`src/rtl/fetch_unit_pkg.sv`:
```
// Shared definitions for the instruction fetch stage.
// Holds the next-PC select encodings, special instruction words and FSM states.
package fetch_unit_pkg;

    localparam logic [1:0] PC_SRC_SEQ    = 2'b00;
    localparam logic [1:0] PC_SRC_BRANCH = 2'b01;
    localparam logic [1:0] PC_SRC_JALR   = 2'b10;

    localparam logic [31:0] INST_NOP    = 32'h0000_0013;
    localparam logic [31:0] INST_EBREAK = 32'h0010_0073;

    typedef enum logic [1:0] {
        ST_BOOT,
        ST_RUN,
        ST_HALT
    } fetch_state_t;

endpackage

```
`src/rtl/fetch_unit_pc_next.sv`:
```
// Next-PC selection and target legality check for the fetch stage.
// Purely combinational; the caller decides whether the result is committed.
module pc_next
    import fetch_unit_pkg::*;
#(
    parameter int N        = 32,
    parameter int IM_WORDS = 32
) (
    input  logic [N-1:0] i_pc,
    input  logic [1:0]   i_pcSrc,
    input  logic [N-1:0] i_branchTarget,
    input  logic [N-1:0] i_jalrTarget,
    output logic [N-1:0] o_nextPc,
    output logic         o_fault
);

    // One bit wider than the PC so the byte limit itself is representable.
    localparam logic [N:0] IM_BYTES = (N+1)'(IM_WORDS * 4);

    logic [N-1:0] w_target;
    logic [N-1:0] w_jalrAligned;

    assign w_jalrAligned = i_jalrTarget & ~N'(1);

    always_comb begin
        w_target = i_pc + N'(4);
        case (i_pcSrc)
            PC_SRC_BRANCH: w_target = i_branchTarget;
            PC_SRC_JALR:   w_target = w_jalrAligned;
            default:       w_target = i_pc + N'(4);
        endcase
    end

    assign o_nextPc = w_target;
    assign o_fault  = (w_target[1:0] != 2'b00) || ({1'b0, w_target} >= IM_BYTES);

endmodule

```
`src/rtl/fetch_unit.sv`:
```
// Instruction fetch stage: PC register, IF/ID pipeline register and BOOT/RUN/HALT control.
// A faulting target or a captured EBREAK stops fetch until the next reset.
module fetch_unit
    import fetch_unit_pkg::*;
#(
    parameter int           N        = 32,
    parameter logic [N-1:0] RESET_PC = '0,
    parameter int           IM_WORDS = 32
) (
    input  logic         clk,
    input  logic         rst_n,
    input  logic [1:0]   pc_src,
    input  logic [N-1:0] branch_target,
    input  logic [N-1:0] jalr_target,
    input  logic         stall,
    input  logic         flush,
    input  logic [N-1:0] inst_in,
    output logic [4:0]   addressIM,
    output logic [N-1:0] pc,
    output logic [N-1:0] if_pc,
    output logic [N-1:0] if_inst,
    output logic         if_valid,
    output logic         fault,
    output logic         halted
);

    fetch_state_t r_state;
    fetch_state_t w_nextState;

    logic [N-1:0] r_pc;
    logic [N-1:0] r_ifPc;
    logic [N-1:0] r_ifInst;
    logic         r_ifValid;
    logic         r_fault;
    logic         r_halted;

    logic [N-1:0] w_nextPc;
    logic         w_targetFault;
    logic         w_pcAdvance;
    logic         w_ebreakSeen;

    logic         w_pcLoad;
    logic         w_capture;
    logic         w_squash;
    logic         w_clearValid;
    logic         w_setFault;
    logic         w_setHalt;

    pc_next #(
        .N        (N),
        .IM_WORDS (IM_WORDS)
    ) u_pcNext (
        .i_pc           (r_pc),
        .i_pcSrc        (pc_src),
        .i_branchTarget (branch_target),
        .i_jalrTarget   (jalr_target),
        .o_nextPc       (w_nextPc),
        .o_fault        (w_targetFault)
    );

    // Flush must move the PC to the redirect target even while stalled.
    assign w_pcAdvance  = flush || !stall;
    assign w_ebreakSeen = r_ifValid && (r_ifInst == N'(INST_EBREAK));

    always_ff @(posedge clk) begin
        if (!rst_n) begin
            r_state <= ST_BOOT;
        end else begin
            r_state <= w_nextState;
        end
    end

    always_comb begin
        w_nextState = r_state;
        case (r_state)
            ST_BOOT: w_nextState = ST_RUN;
            ST_RUN: begin
                if (w_ebreakSeen || (w_pcAdvance && w_targetFault)) begin
                    w_nextState = ST_HALT;
                end
            end
            ST_HALT: w_nextState = ST_HALT;
            default: w_nextState = ST_BOOT;
        endcase
    end

    always_comb begin
        w_pcLoad     = 1'b0;
        w_capture    = 1'b0;
        w_squash     = 1'b0;
        w_clearValid = 1'b0;
        w_setFault   = 1'b0;
        w_setHalt    = 1'b0;
        case (r_state)
            ST_RUN: begin
                if (w_ebreakSeen) begin
                    w_setHalt    = 1'b1;
                    w_clearValid = 1'b1;
                end else if (w_pcAdvance) begin
                    if (w_targetFault) begin
                        w_setFault   = 1'b1;
                        w_setHalt    = 1'b1;
                        w_clearValid = 1'b1;
                    end else begin
                        w_pcLoad  = 1'b1;
                        w_squash  = flush;
                        w_capture = !flush;
                    end
                end
            end
            ST_HALT: w_clearValid = 1'b1;
            default: ;
        endcase
    end

    always_ff @(posedge clk) begin
        if (!rst_n) begin
            r_pc      <= RESET_PC;
            r_ifPc    <= '0;
            r_ifInst  <= N'(INST_NOP);
            r_ifValid <= 1'b0;
            r_fault   <= 1'b0;
            r_halted  <= 1'b0;
        end else begin
            if (w_pcLoad) begin
                r_pc <= w_nextPc;
            end
            if (w_capture) begin
                r_ifInst  <= inst_in;
                r_ifPc    <= r_pc;
                r_ifValid <= 1'b1;
            end else if (w_squash) begin
                r_ifInst  <= N'(INST_NOP);
                r_ifValid <= 1'b0;
            end else if (w_clearValid) begin
                r_ifValid <= 1'b0;
            end
            if (w_setFault) begin
                r_fault <= 1'b1;
            end
            if (w_setHalt) begin
                r_halted <= 1'b1;
            end
        end
    end

    assign addressIM = r_pc[6:2];
    assign pc        = r_pc;
    assign if_pc     = r_ifPc;
    assign if_inst   = r_ifInst;
    assign if_valid  = r_ifValid;
    assign fault     = r_fault;
    assign halted    = r_halted;

endmodule

```
`config.mk`:
```
export PLATFORM = sky130hd
export DESIGN_NAME = fetch_unit
export DESIGN_NICKNAME = d
export VERILOG_FILES = /design/src/rtl/fetch_unit_pkg.sv /design/src/rtl/fetch_unit_pc_next.sv /design/src/rtl/fetch_unit.sv
export SDC_FILE = /design/constraint.sdc
export NUM_CORES = 1
export LEC_CHECK = 0
export CORE_ASPECT_RATIO = 0.7
export CORE_MARGIN = 2
export CORE_UTILIZATION = 35
export DETAILED_ROUTE_END_ITERATION = 16
export DONT_BUFFER_PORTS = 1
export PLACE_DENSITY = 0.45
export SLEW_MARGIN = 15
export SYNTH_ARGS = -nofsm -noshare
export SYNTH_HDL_FRONTEND = slang
export SYNTH_SLANG_ARGS = --single-unit
```
`constraint.sdc`:
```
create_clock -name clk -period 3.3 [get_ports clk]
set_input_delay 0.33 -clock clk [delete_from_list [all_inputs] [get_ports clk]]
set_output_delay 0.33 -clock clk [all_outputs]
set_load 0.05 [all_outputs]
```
* Word level (Yosys, flattened, before mapping)
Index checks and enable logic that the tools add are counted.
** Cells by class
- Add/subtract/negate cells :: 1
- Equality and inequality tests :: 6
- Reductions and logical operators :: 11
- Muxes and demuxes :: 27
- $lt $le $gt $ge :: 1
** Operators with widths (count)
- 32-bit 2-to-1 mux :: 2
- 32-bit case mux with 2 select lines :: 1
- 32-bit by 3-bit adder with 32-bit output (second input constant) :: 1
- 32-bit by 21-bit == test with 1-bit output (second input constant) :: 1
- 32-bit by 8-bit greater-or-equal comparator with 1-bit output (second input constant) :: 1
- 1-bit 2-to-1 mux :: 21
- 2-bit case mux with 3 select lines :: 1
- 2-bit by 1-bit == test with 1-bit output (second input constant) :: 2
- 2-bit == test (second input constant) :: 2
- 2-bit nonzero test :: 2
- 1-bit logical OR :: 3
- 3-bit nonzero test :: 1
- 1-bit logical AND :: 2
- 1-bit logical NOT :: 2
- 2-bit logical NOT :: 1
- 2-bit 2-to-1 mux :: 1
- 2-bit != test (second input constant) :: 1
- 1-bit case mux with 2 select lines :: 1
** Word-level totals
- Output and inout bits :: 104
- Bits of input ports :: 102
- Logic and storage cells :: 53
- Register bits :: 101

* Logic depth before layout (Yosys ltp)
- Word-level depth :: 11
- Gate-level depth with buffers :: 13
- Depth with buffers taken out :: 11

* By module
Synthesis repeated with hierarchy kept, for this count alone.
** Second synthesis, totals
- Cell total of the unflattened synthesis :: 633
- Area total of the unflattened synthesis :: 5719.2 um2
** By module, submodules not included
- fetch_unit :: seq. area each 2021.9 um2, cells each 440, times used 1, area each 4350.4 um2
- pc_next :: seq. area each 0.0 um2, cells each 193, times used 1, area each 1368.8 um2

* Worst setup path after synthesis
Ideal clock, no wire load.
- Path type :: reg-to-reg
- From :: register r_pc[2], in the netlist pc[2]
- To :: register r_ifPc[19], in the netlist if_pc[19]
- Data required time :: 3.182 ns
- Setup time :: 0.118 ns
- Data arrival time :: 3.343 ns
- Buffers on the path :: 2
- Stages on the path, launching flop included :: 13
- Period minus slack after synthesis :: 3.461 ns
- Path slack :: -0.161 ns
- Cell sequence :: dfxtp_1 > ha_1 > nand4_2 > nor4_4 > nand3_1 > xnor2_1 > a211o_1 > nor4_4 > and4_1 > buf_6 > buf_8 > mux2i_1 > nor2b_1
** On the way
- Word-level cells in the longest chain between the ends :: 8
** RTL lines
- start, declared :: line fetch_unit.sv:30 : logic [N-1:0] r_pc;
- start signal, assigned :: line fetch_unit.sv:126 : r_pc <= w_nextPc;
- 32-bit by 3-bit adder with 32-bit output
- 32-bit case mux with 2 select lines :: line fetch_unit_pc_next.sv:27 : case (i_pcSrc)
- 32-bit by 8-bit greater-or-equal comparator with 1-bit output :: line fetch_unit_pc_next.sv:35 : assign o_fault = (w_target[1:0] != 2'b00) || ({1'b0, w_target} >= IM_BYTES);
- 1-bit logical OR :: line fetch_unit_pc_next.sv:35
- 1-bit 2-to-1 mux :: line fetch_unit.sv:100 : if (w_targetFault) begin
- 1-bit 2-to-1 mux :: line fetch_unit.sv:99 : end else if (w_pcAdvance) begin
- 1-bit 2-to-1 mux :: line fetch_unit.sv:96 : if (w_ebreakSeen) begin
- 1-bit 2-to-1 mux :: line fetch_unit.sv:94 : case (r_state)
- end signal, assigned :: line fetch_unit.sv:130 : r_ifPc <= r_pc;
- end, declared :: line fetch_unit.sv:31 : logic [N-1:0] r_ifPc;
Every way passes these cells.
A chain may end at the register's enable or synchronous reset.

* Worst setup path in the final report
- From :: register r_pc[2], in the netlist pc[2]
- To :: register r_ifPc[7], in the netlist if_pc[7]
Same word-level chain as after synthesis.

==> flow_summary_export.csv <==
group,metric,value,unit
status,outcome,"completed",
synth,yosysSeqAreaShare,40.0,%
flow_run,cap_violations,0,
critical_path,crit_arrival,3330,ps
sta,drv_slew,0,
clock_network,clockRootBuffer,"clkbuf_16",
die,core.rowCount,36,
placement,dp_worst_setup_slack,149,ps
route,postRouteAntennaNets,0,
sta,worst_slack,212,ps
route,firstDrtPassIters,4,
clock_network,clock_path_buffers,2,
pwr,ir_worst_vdd,236,uV
die,die_area,15500,um^2
synth,synth_area_leader_cell,"dfxtp_1",
sta,fin_crit,3090,ps
critical_path,worstPathRequired,3550,ps
critical_path,worst_path_max_delay_cell,"and4_2",
pwr,p_total,2.70,mW
clock_network,cts_buffers,9,
sta,fin_worst_skew,6.18,ps
synth,synth_edf_count,0,
pwr,p_int,2.06,mW
sta,slew_headroom,55.2,%
critical_path,crit_path_frequent_cell,"nor4_4",
final_layout,fin_util,42.0,%
pwr,clockPowerShare,44.7,%
clock_network,clock_sinks,101,
critical_path,critPathMaxStageDelay,370,ps
pwr,combPwrFrac,8.0,%
synth,synth_ff_type,"dfxtp_1",
clock_network,htreeDepth,3,
sta,fin_setup_tns,0,ps
die,io-pin-count,206,
global_route,antenna_found_initial,0,
critical_path,path_delay_family,"simple AND/OR/NAND/NOR gates",
pwr,power_density,459,nW/um^2
route,vias_per_cell,5.33,
die,core-area,14000,um^2
route,drt_iter0_markers,226,
synth,yosysWarnings,0,
critical_path,endpoint_kind,"register",
synth,synthXorXnorAreaFrac,3.11,%
sta,period_share,93.6,%
synth,postSynthCellCount,543,
sta,hold_violations,0,
final_layout,antenna_cells,0,
placement,gp_congestion,0.804,
sta,fmax,0.324,GHz
synth,ys_types,60,
synth,post-synth-top-area-fraction,40.0,%
global_route,grt_pass1_vias,4038,
pwr,pwr-share-seq,47.2,%
clock_network,tritoncts,"yes",
final_layout,drive_gt1_share,15.3,%
final_layout,area_growth_syn_to_layout,16.2,%
pwr,p_leak,2.37,nW
global_route,grt_max_degree,137,
synth,ys_top_cells_by_area,"dfxtp_1 40%, mux2i_1 13%, nand3b_1 4.4%",
critical_path,cp_cell_sequence,"ha_1, nand4_2, nor4_4, nand3_1, xnor2_1, a211o_1, nor4_4, and4_2, buf_12, mux2i_1, nor2b_1",
final_layout,layout_common_cells,"99 x dfxtp_1, 65 x mux2i_1, 54 x buf_4",
clock_network,cts-hold-fix-buffers,0,
clock_network,postCtsSetupBuffers,0,
clock_network,clk-insertion-delay-late,350,ps
placement,dp_hpwl,10700,um
global_route,grt_overflow_total,0,
synth,ys_ff_latch,101,
synth,synthArstFlopShare,0,%
synth,synth_top_family_by_area,"simple AND/OR/NAND/NOR gates",
critical_path,path_class,"reg -> reg",
die,die_w,148,um
sta,worst_slew_pin_slew,666,ps
final_layout,layout_commonest_cell,"dfxtp_1",
synth,syn_nets,651,
synth,synthesis.area,5060,um^2
final_layout,finalNetCount,680,
synth,syn_area_per_cell,9.32,um^2
synth,synthSimpleGateAreaFrac,27.0,%
route,wire_per_inst,18.9,um
route,drc_errors,0,
pwr,power_switching,642,uW
sta,setup_violations,0,
placement,io_buffers,0,
sta,holdWs,75.2,ps
synth,muxShareOfSynthArea,12.9,%
die,die_h,105,um
global_route,track_usage,18.9,%
critical_path,path_buf_inv,1,
clock_network,clk_pin_slew,70,ps
synth,synthAdderAreaFrac,1.48,%
critical_path,worstSetupStartpointType,"register",
pwr,p_sw_share,23.8,%
die,start_util,36.1,%
synth,synth_compound_area_share,9.59,%
route,routed_wirelength,14500,um
global_route,grt_pass1_wl,22700,um
route,via_count,4090,
min_path,hp-class,"in -> reg",
critical_path,crit_fanout,16,
sta,rsz0062_at_grt,"no",
stage by stage:
| step | instance area [um^2] | std cells |
|---|---|---|
| 6_report | 5880 | 767 |
| 5_1_grt | 5880 | 767 |
| 4_1_cts | 5880 | 767 |
| 3_5_place_dp | 5530 | 751 |
| 3_3_place_gp | 5530 | 751 |
| 2_1_floorplan | 5060 | 543 |
per-layer routing:
layer / wire length [um] / vias to the layer above / track usage (%)
met5: 0 / - / 0
met4: 150 / 0 / 4.74
met3: 1250 / 14 / 6.86
met2: 5960 / 153 / 26.7
met1: 7100 / 1908 / 27.2
li1: - / 2015 / -
power by group through the flow:
stage / Combinational [mW] / Sequential [mW] / Clock, mW
after floorplan: 0.185 / 1.30 / 0
after global placement: 0.215 / 1.30 / 0
after detailed placement: 0.219 / 1.30 / 0
after CTS: 0.220 / 1.27 / 1.25
after global routing: 0.245 / 1.28 / 1.30
final: 0.217 / 1.27 / 1.21
cell families (layout without fill, tap and decap cells):
group,Yosys count,after routing
compound gates,73,73
xor+xnor,18,18
fa+ha+maj,6,6
buf+inv,52,86
flops,101,101
mux,65,65
simple gates,228,228
repair_timing:
| item | CTS | global route |
|---|---|---|
| resized for setup | 0 | 1 |
| setup endpoints to repair | 0 | 18 |
| hold endpoints to repair | 0 | 0 |
layout make-up:
cell class | count | area, um^2
timing repair buffer | 59 | 497
sequential | 101 | 2020
clock inverter | 4 | 77.6
fill | 1379 | 8130
tap | 190 | 238
clock buffer | 12 | 267
inverter | 11 | 41.3
multi-input combinational | 390 | 2740
cell usage after synthesis (5+ instances only):
library cell  count
nand3b_1         30
nor3_1            7
mux2i_1          65
a21oi_1           8
o31ai_1           6
ha_1              6
nor2b_1          34
nand4_1           8
xnor2_1          13
nor2_1           12
o21ai_0          18
inv_1            10
xor2_1            5
a31oi_1           7
dfxtp_1         101
nand3_1          14
nand2_1          52
buf_6             5
buf_4             6
and3_1           33
nor4_1           10
o21ai_1           6
clkbuf_1         22
registers in the layout, indices dropped and copies added, names as in the netlist:
name      flops
fault         1
halted        1
if_inst      32
if_pc        32
if_valid      1
pc           32
r_state       2
worst register-to-register path, stage by stage (launching register included):
cell	delay, ps
dfxtp_2	340
ha_1	230
nand4_2	200
nor4_4	330
nand3_1	130
xnor2_1	200
a211o_1	360
nor4_4	340
and4_2	370
buf_12	200
mux2i_1	220
nor2b_1	70
final timing paths:
check	to	slack, ps	from	depth (start not counted)
min	if_inst[4]	80	rst_n	1
max reg2reg	if_pc[7]	210	pc[2]	11
max	if_pc[7]	210	pc[2]	11
min reg2reg	r_state[1]	490	r_state[1]	2
Power figures use the tool's default switching activity.
